File: src/rtl/ram_arbiter_pkg.sv
// Shared definitions for the two-port RAM arbiter: default bus widths,
// FSM state encoding and port identifiers.
package ram_arbiter_pkg;

    // Default shared-RAM geometry
    localparam int unsigned RAM_ADDR_W = 8;
    localparam int unsigned RAM_DATA_W = 16;

    // FSM state encoding (kept as plain constants for legacy compatibility)
    localparam int unsigned STATE_W  = 2;
    localparam logic [1:0]  ST_IDLE  = 2'd0;
    localparam logic [1:0]  ST_ISSUE = 2'd1;
    localparam logic [1:0]  ST_RWAIT = 2'd2;

    // Port identifiers as carried in the winner register
    localparam logic PORT_CPU    = 1'b0;
    localparam logic PORT_LOADER = 1'b1;

endpackage : ram_arbiter_pkg

File: src/rtl/ram_arbiter_rr_arbiter2.sv
// Two-input round-robin picker. Holds a one-bit priority pointer naming the
// port that wins a tie; the pointer moves to the other port only when the
// current pick is actually accepted by the owner of this arbiter.
module rr_arbiter2
    import ram_arbiter_pkg::*;
(
    input  logic       clk,
    input  logic       rst,
    input  logic [1:0] i_req,
    input  logic       i_accept,
    output logic       o_valid,
    output logic       o_winner
);

    logic r_prio;
    logic w_winner;

    // Combinational pick: a lone requester always wins, a tie goes to r_prio
    always_comb begin
        w_winner = PORT_CPU;
        if (i_req == 2'b11) begin
            w_winner = r_prio;
        end else if (i_req[1]) begin
            w_winner = PORT_LOADER;
        end
    end

    assign o_valid  = |i_req;
    assign o_winner = w_winner;

    // Priority pointer: after a grant the other port is favoured next time
    always_ff @(posedge clk) begin
        if (rst) begin
            r_prio <= PORT_CPU;
        end else if (i_accept && o_valid) begin
            r_prio <= ~w_winner;
        end
    end

endmodule : rr_arbiter2

File: src/rtl/ram_arbiter.sv
// Two-port shared-RAM arbiter. Port 0 (CPU) and port 1 (loader) request
// single accesses; a round-robin picker selects one in IDLE, the access is
// issued to the RAM for one cycle (ISSUE) and, for reads, the RAM data is
// returned on the following cycle (RWAIT). All outputs except rdata are
// registered so each strobe lines up exactly with its FSM state.
module ram_arbiter
    import ram_arbiter_pkg::*;
#(
    parameter int unsigned ADDR_W = RAM_ADDR_W,
    parameter int unsigned DATA_W = RAM_DATA_W
) (
    input  logic              clk,
    input  logic              rst,
    input  logic              req0,
    input  logic              req1,
    input  logic              we0,
    input  logic              we1,
    input  logic [ADDR_W-1:0] addr0,
    input  logic [ADDR_W-1:0] addr1,
    input  logic [DATA_W-1:0] wdata0,
    input  logic [DATA_W-1:0] wdata1,
    output logic              gnt0,
    output logic              gnt1,
    output logic              rvalid0,
    output logic              rvalid1,
    output logic [DATA_W-1:0] rdata,
    output logic [ADDR_W-1:0] ram_addr,
    output logic              ram_we,
    output logic [DATA_W-1:0] ram_wdata,
    input  logic [DATA_W-1:0] ram_rdata,
    output logic              busy
);

    logic [STATE_W-1:0] r_state;
    logic               r_port;
    logic               r_is_wr;
    logic               r_gnt0;
    logic               r_gnt1;
    logic               r_rvalid0;
    logic               r_rvalid1;
    logic [ADDR_W-1:0]  r_ram_addr;
    logic               r_ram_we;
    logic [DATA_W-1:0]  r_ram_wdata;
    logic               r_busy;

    logic               w_idle;
    logic               w_valid;
    logic               w_winner;
    logic               w_sel_we;
    logic [ADDR_W-1:0]  w_sel_addr;
    logic [DATA_W-1:0]  w_sel_wdata;

    assign w_idle = (r_state == ST_IDLE);

    rr_arbiter2 u_rr (
        .clk      (clk),
        .rst      (rst),
        .i_req    ({req1, req0}),
        .i_accept (w_idle),
        .o_valid  (w_valid),
        .o_winner (w_winner)
    );

    // Request mux: route the winning port's access attributes
    always_comb begin
        w_sel_we    = we0;
        w_sel_addr  = addr0;
        w_sel_wdata = wdata0;
        if (w_winner == PORT_LOADER) begin
            w_sel_we    = we1;
            w_sel_addr  = addr1;
            w_sel_wdata = wdata1;
        end
    end

    // FSM and output registers; strobes default low and are set only for
    // the single cycle of the state they belong to
    always_ff @(posedge clk) begin
        if (rst) begin
            r_state     <= ST_IDLE;
            r_port      <= PORT_CPU;
            r_is_wr     <= 1'b0;
            r_gnt0      <= 1'b0;
            r_gnt1      <= 1'b0;
            r_rvalid0   <= 1'b0;
            r_rvalid1   <= 1'b0;
            r_ram_addr  <= '0;
            r_ram_we    <= 1'b0;
            r_ram_wdata <= '0;
            r_busy      <= 1'b0;
        end else begin
            r_gnt0    <= 1'b0;
            r_gnt1    <= 1'b0;
            r_rvalid0 <= 1'b0;
            r_rvalid1 <= 1'b0;
            r_ram_we  <= 1'b0;
            case (r_state)
                ST_IDLE: begin
                    if (w_valid) begin
                        r_state     <= ST_ISSUE;
                        r_port      <= w_winner;
                        r_is_wr     <= w_sel_we;
                        r_ram_addr  <= w_sel_addr;
                        r_ram_wdata <= w_sel_wdata;
                        r_ram_we    <= w_sel_we;
                        r_gnt0      <= (w_winner == PORT_CPU);
                        r_gnt1      <= (w_winner == PORT_LOADER);
                        r_busy      <= 1'b1;
                    end
                end
                ST_ISSUE: begin
                    if (r_is_wr) begin
                        r_state <= ST_IDLE;
                        r_busy  <= 1'b0;
                    end else begin
                        r_state   <= ST_RWAIT;
                        r_rvalid0 <= (r_port == PORT_CPU);
                        r_rvalid1 <= (r_port == PORT_LOADER);
                    end
                end
                ST_RWAIT: begin
                    r_state <= ST_IDLE;
                    r_busy  <= 1'b0;
                end
                default: begin
                    r_state <= ST_IDLE;
                    r_busy  <= 1'b0;
                end
            endcase
        end
    end

    assign gnt0      = r_gnt0;
    assign gnt1      = r_gnt1;
    assign rvalid0   = r_rvalid0;
    assign rvalid1   = r_rvalid1;
    assign rdata     = ram_rdata;
    assign ram_addr  = r_ram_addr;
    assign ram_we    = r_ram_we;
    assign ram_wdata = r_ram_wdata;
    assign busy      = r_busy;

endmodule : ram_arbiter

File: config.mk
export PLATFORM = sky130hd
export DESIGN_NAME = ram_arbiter
export DESIGN_NICKNAME = d
export VERILOG_FILES = /design/src/rtl/ram_arbiter_pkg.sv /design/src/rtl/ram_arbiter_rr_arbiter2.sv /design/src/rtl/ram_arbiter.sv
export SDC_FILE = /design/constraint.sdc
export NUM_CORES = 1
export LEC_CHECK = 0
export ABC_AREA = 1
export ABC_CLOCK_PERIOD_IN_PS = 1900
export CAP_MARGIN = 20
export CORE_MARGIN = 4
export CORE_UTILIZATION = 39
export CTS_BUF_LIST = sky130_fd_sc_hd__clkbuf_4
export CTS_CLUSTER_SIZE = 10
export DETAILED_ROUTE_END_ITERATION = 8
export PLACE_DENSITY_LB_ADDON = 0.15
export SLEW_MARGIN = 10
export SYNTH_ARGS = -nofsm -noshare
export SYNTH_HDL_FRONTEND = slang
export SYNTH_HIERARCHICAL = 1
export SYNTH_SLANG_ARGS = --single-unit
File: constraint.sdc
create_clock -name clk -period 1.9 [get_ports clk]
set_input_delay 0.285 -clock clk [delete_from_list [all_inputs] [get_ports clk]]
set_output_delay 0.285 -clock clk [all_outputs]
set_load 0.005 [all_outputs]
# == Word-level counts from Yosys, hierarchy flattened ==
# Cells that the tools add are included.
# word_totals
elab_cells,39
ff_bits,35
out_inout_bits,46
input_bits,70
# op_classes
bitwise,5
n_mux,11
n_eq_ne,4
n_reduce_logical,7
# ops
op,count
$mux 16,1
$mux 8,1
$reduce_or 3->1,2
$mux 1,5
$not 1->1,5
$mux 2,2
$ne 2x2->1 const B,2
$pmux 2 s2,1
$reduce_and 2->1,2
$eq 2x1->1 const B,1
$eq 2x2->1 const B,1
$logic_not 2->1,1
$pmux 1 s2,1
$reduce_or 2->1,1
$logic_and 1x1->1,1

# == Logic depth before layout (Yosys ltp) ==
# logic_depth
word_depth,3
ltp_mapped,9
depth_no_buf,7

# == Cells and area by module ==
# The synthesis kept the hierarchy.
# modules_own_cells
mod,n_inst,area_each_um2,seq_area_each_um2,cells_each
ram_arbiter,1,1652.8,680.7,246
rr_arbiter2,1,58.8,20.0,8

# == Worst setup path before layout ==
# Ideal clock, no wire load.
# synth_path
path_kind,register to register
startpoint,register u_rr.r_prio
endpoint,register r_is_wr
stages_incl_launch_ff,10
setup_ns,0.114
required_time_ns,1.786
synth_period_minus_slack_ns,1.174
path_slack_ns,0.726
path_buffers,2
t_arrival_ns,1.060
cell_sequence,dfxtp_1 inv_2 a21boi_1 buf_2 inv_2 buf_4 nand2_1 nand2_1 nand2_1 nand2_1
# synth_between
elab_chain_len,2
# synth_rtl
item,line,rtl
start: declaration,ram_arbiter_rr_arbiter2.sv:15,logic r_prio;
start signal: assignment,ram_arbiter_rr_arbiter2.sv:36,r_prio <= ~w_winner;
$mux 1,ram_arbiter_rr_arbiter2.sv:21,if (i_req == 2'b11) begin
net w_winner,ram_arbiter.sv:48,logic w_winner;
$mux 1,ram_arbiter.sv:69,if (w_winner == PORT_LOADER) begin
end signal: assignment,ram_arbiter.sv:102,r_is_wr <= w_sel_we;
end: declaration,ram_arbiter.sv:36,logic r_is_wr;
# The timed path passes the listed nets, and every way through them passes these cells.
# A chain may end at the register's enable or synchronous reset.

# == Final worst setup path ==
# layout_path
startpoint,register r_ram_addr[2] (netlist: ram_addr[2])
endpoint,output port ram_addr[2]
# layout_rtl
item,line,rtl
start: declaration,ram_arbiter.sv:41,logic [ADDR_W-1:0] r_ram_addr;
start signal: assignment,ram_arbiter.sv:103,r_ram_addr <= w_sel_addr;
end: declaration,ram_arbiter.sv:27,"output logic [ADDR_W-1:0] ram_addr,"
# No word-level cell between the ends.

==> flow_metrics.py <==
metrics = {
    "yosys": {
        "yosysMostFrequentCell": "nand2_1",
        "synth_nets": 324,
        "yosys-top-cells-area": "dfxtp_1 (41%), nand2_1 (27%), buf_4 (7.5%), nand3_1 (6.4%), nor2_1 (4.2%)",
        "synth_edf_count": 0,
        "avgSynthCellArea_sq_um": 6.74,
        "ys_warn_count": 6,
        "synth_top_family_by_area": "simple AND/OR/NAND/NOR gates",
        "synth_common_cells": "nand2_1 (121), dfxtp_1 (35), nand3_1 (22)",
        "ys.flop_type": "dfxtp_1",
        "postSynthCellCount": 254,
        "synthSimpleGateAreaFrac_pct": 43.6,
        "yosysTopAreaCell": "dfxtp_1",
        "yosysSeqAreaShare_pct": 40.9,
        "yosysUniqueCellTypes": 21,
        "async_flop_share_pct": 0,
        "synth-seq-cells": 35,
        "synth_area_sq_um": 1710,
        "synth_top_area_share_pct": 40.9,
        "synth_compound_area_share_pct": 1.54,
        "synth_xor_area_share_pct": 0,
        "synthMuxAreaShare_pct": 0,
        "synthAdderAreaFrac_pct": 0,
    },
    "clock_network": {
        "clk_path_buf_depth": 2,
        "cts_max_level": 2,
        "clkTransAtPathRegs_ps": 110,
        "post_cts_buffers": 0,
        "clockRootBuffer": "clkbuf_4",
        "cts_buffers": 5,
        "cts_resized": 0,
        "cts_tree": "done",
        "clock_latency_ps": 340,
        "cts_hold_buf": 0,
        "cts.sinks": 35,
    },
    "pwr": {
        "power_density_nw_per_um2": 783,
        "p_leak_uw": 0.00122,
        "peakVddDrop_uv": 448,
    },
    "critical_path": {
        "cp_cell_sequence": "clkdlybuf4s50_1",
        "worstSetupPathType": "flop to primary output",
        "max_stage_delay_ps": 510,
        "r2r_cells": 5,
        "startpoint": "ram_addr[2]",
        "critPathMaxFanout": 2,
        "path_buf_inv": 1,
        "cp-start-kind": "flop",
        "crit_family": "buffers and inverters",
        "cp_slowest_cell": "clkdlybuf4s50_1",
        "r2r_slack_ps": 650,
        "r2r-start": "r_state[1]",
        "cp_data_required_time_ps": 1620,
        "worstReg2RegEnd": "r_is_wr",
        "end_kind": "primary output",
        "arrival_ps": 1210,
    },
    "sta": {
        "relSlewSlack_pct": 68.6,
        "fmax_mhz": 669,
        "fin_crit_ps": 1500,
        "fin_crit_sh_pct": 78.7,
        "finalHoldViolations": 0,
        "setup_viol": 0,
        "fin_skew_ps": 11.4,
        "slew_viol_final": 0,
        "rsz0062_at_grt": "false",
        "setup_tns_ps": 0,
        "tightest_slew_ps": 470,
    },
    "global_routing": {
        "grt_max_degree": 28,
        "grt_usage_pct": 15.7,
        "antenna_found_initial": 0,
        "grt_pass1_vias": 1514,
        "grt_pass1_wl_um": 6560,
        "overflow": 0,
    },
    "die": {
        "io_pins": 116,
        "die_w_um": 74.3,
        "die_area_sq_um": 5510,
        "core_sq_um": 4120,
        "rows": 23,
        "die_h_um": 74.3,
        "start_util_pct": 41.6,
    },
    "route": {
        "viasPerCell": 4.46,
        "first_pass_iters": 4,
        "wl_per_cell_um": 11.3,
        "dr_total_vias": 1660,
        "drc_errors": 0,
        "drt_iter0_drc": 73,
        "ant_nets": 0,
        "wl_um": 4200,
    },
    "status": {
        "status": "finished, final reports clean",
    },
    "cells_and_area": {
        "drive_above_1_share_pct": 9.32,
        "areaGrowthSynthToFinish_pct": 49.9,
        "final_core_util_pct": 62.4,
        "fill_cells": 396,
        "num_antenna_cells": 0,
        "nets": 391,
    },
    "placed_design": {
        "port_buffers": 83,
        "place_congestion": 0.753,
        "dpl.hpwl_um": 3090,
    },
    "worst_hold_path": {
        "worstHoldEndpoint": "rvalid1",
        "hold_depth": 2,
        "worstHoldStart": "r_port",
        "worstHoldPathType": "flop to flop",
    },
    "job": {
        "cap_violations": 0,
    },
}
[report_power, final]
group / switching, uW / internal [uW] / total, uW
clock network: 241 / 425 / 666
logic: 216 / 284 / 500
registers: 38.8 / 806 / 844
total: 496 / 1510 / 2010
[cell families after synthesis]
group | count (synthesis)
AND/OR/NAND/NOR | 176
buffers and inverters | 39
flip-flops | 35
AO/OA/AOI/OAI | 4
[per-layer routing]
| layer | vias up | part of all wire (%) | GRT usage, % |
|---|---|---|---|
| li1 | 891 | - | - |
| met2 | 61 | 46 | 25.5 |
| met3 | 5 | 11 | 8.24 |
| met4 | 0 | 1.2 | 6.13 |
| met5 | - | 0 | 0 |
| met1 | 703 | 42 | 17.4 |
[sequential cells by signal (all words and copies together) (netlist names)]
register     cells
ram_we           1
r_port           1
ram_wdata       16
ram_addr         8
rvalid0          1
busy             1
gnt0             1
r_is_wr          1
rvalid1          1
gnt1             1
r_state          2
u_rr/r_prio      1
[worst max path at each step]
stage                        end  slack, ps  depth (start not counted)
floorplan                r_is_wr        730                          9
global placement         r_is_wr        200                          6
detailed placement       r_is_wr        170                          6
CTS                 ram_wdata[0]        380                          1
global route         ram_addr[3]        300                          1
finish               ram_addr[2]        400                          1
[through the flow]
step	cell area [sq um]	cells	setup WS (ps)	hold slack (ps)	power [uW]
after CTS	2570	372	380	470	2040
final	2570	372	404	469	2010
after global routing	2570	372	305	495	2130
after global placement	2460	364	197	444	1360
after floorplan	1710	254	726	347	1110
after detailed placement	2460	364	174	454	1370
[worst min-delay path, cell delays in order, from the launching register on]
cell and delay (ps):
dfxtp_1 340, nand2_1 60, nor2_1 40
[cell usage in the layout (no fill, tap or decap)]
cell type	count
a21boi_2	1
a21oi_1	1
a21oi_2	1
buf_12	1
buf_4	4
bufinv_16	2
clkbuf_4	6
clkdlybuf4s50_1	83
dfxtp_1	35
inv_1	8
inv_2	3
nand2_1	121
nand2_2	9
nand2_4	1
nand3_1	22
nor2_1	19
nor2_4	1
nor2_8	1
nor3_1	1
o21ai_1	1
or2_1	1
[cell type report]
class                      instances  area (sq um)  area share (%)
sequential                        35           701            27.3
clock buffer                       6          45.0            1.76
tap                               50          62.6            2.44
timing repair buffer              88           881            34.3
inverter                          11          41.3            1.61
clock inverter                     2          60.1            2.34
multi-input combinational        180           776            30.2
Note: power is estimated with default switching activity, not from simulation.
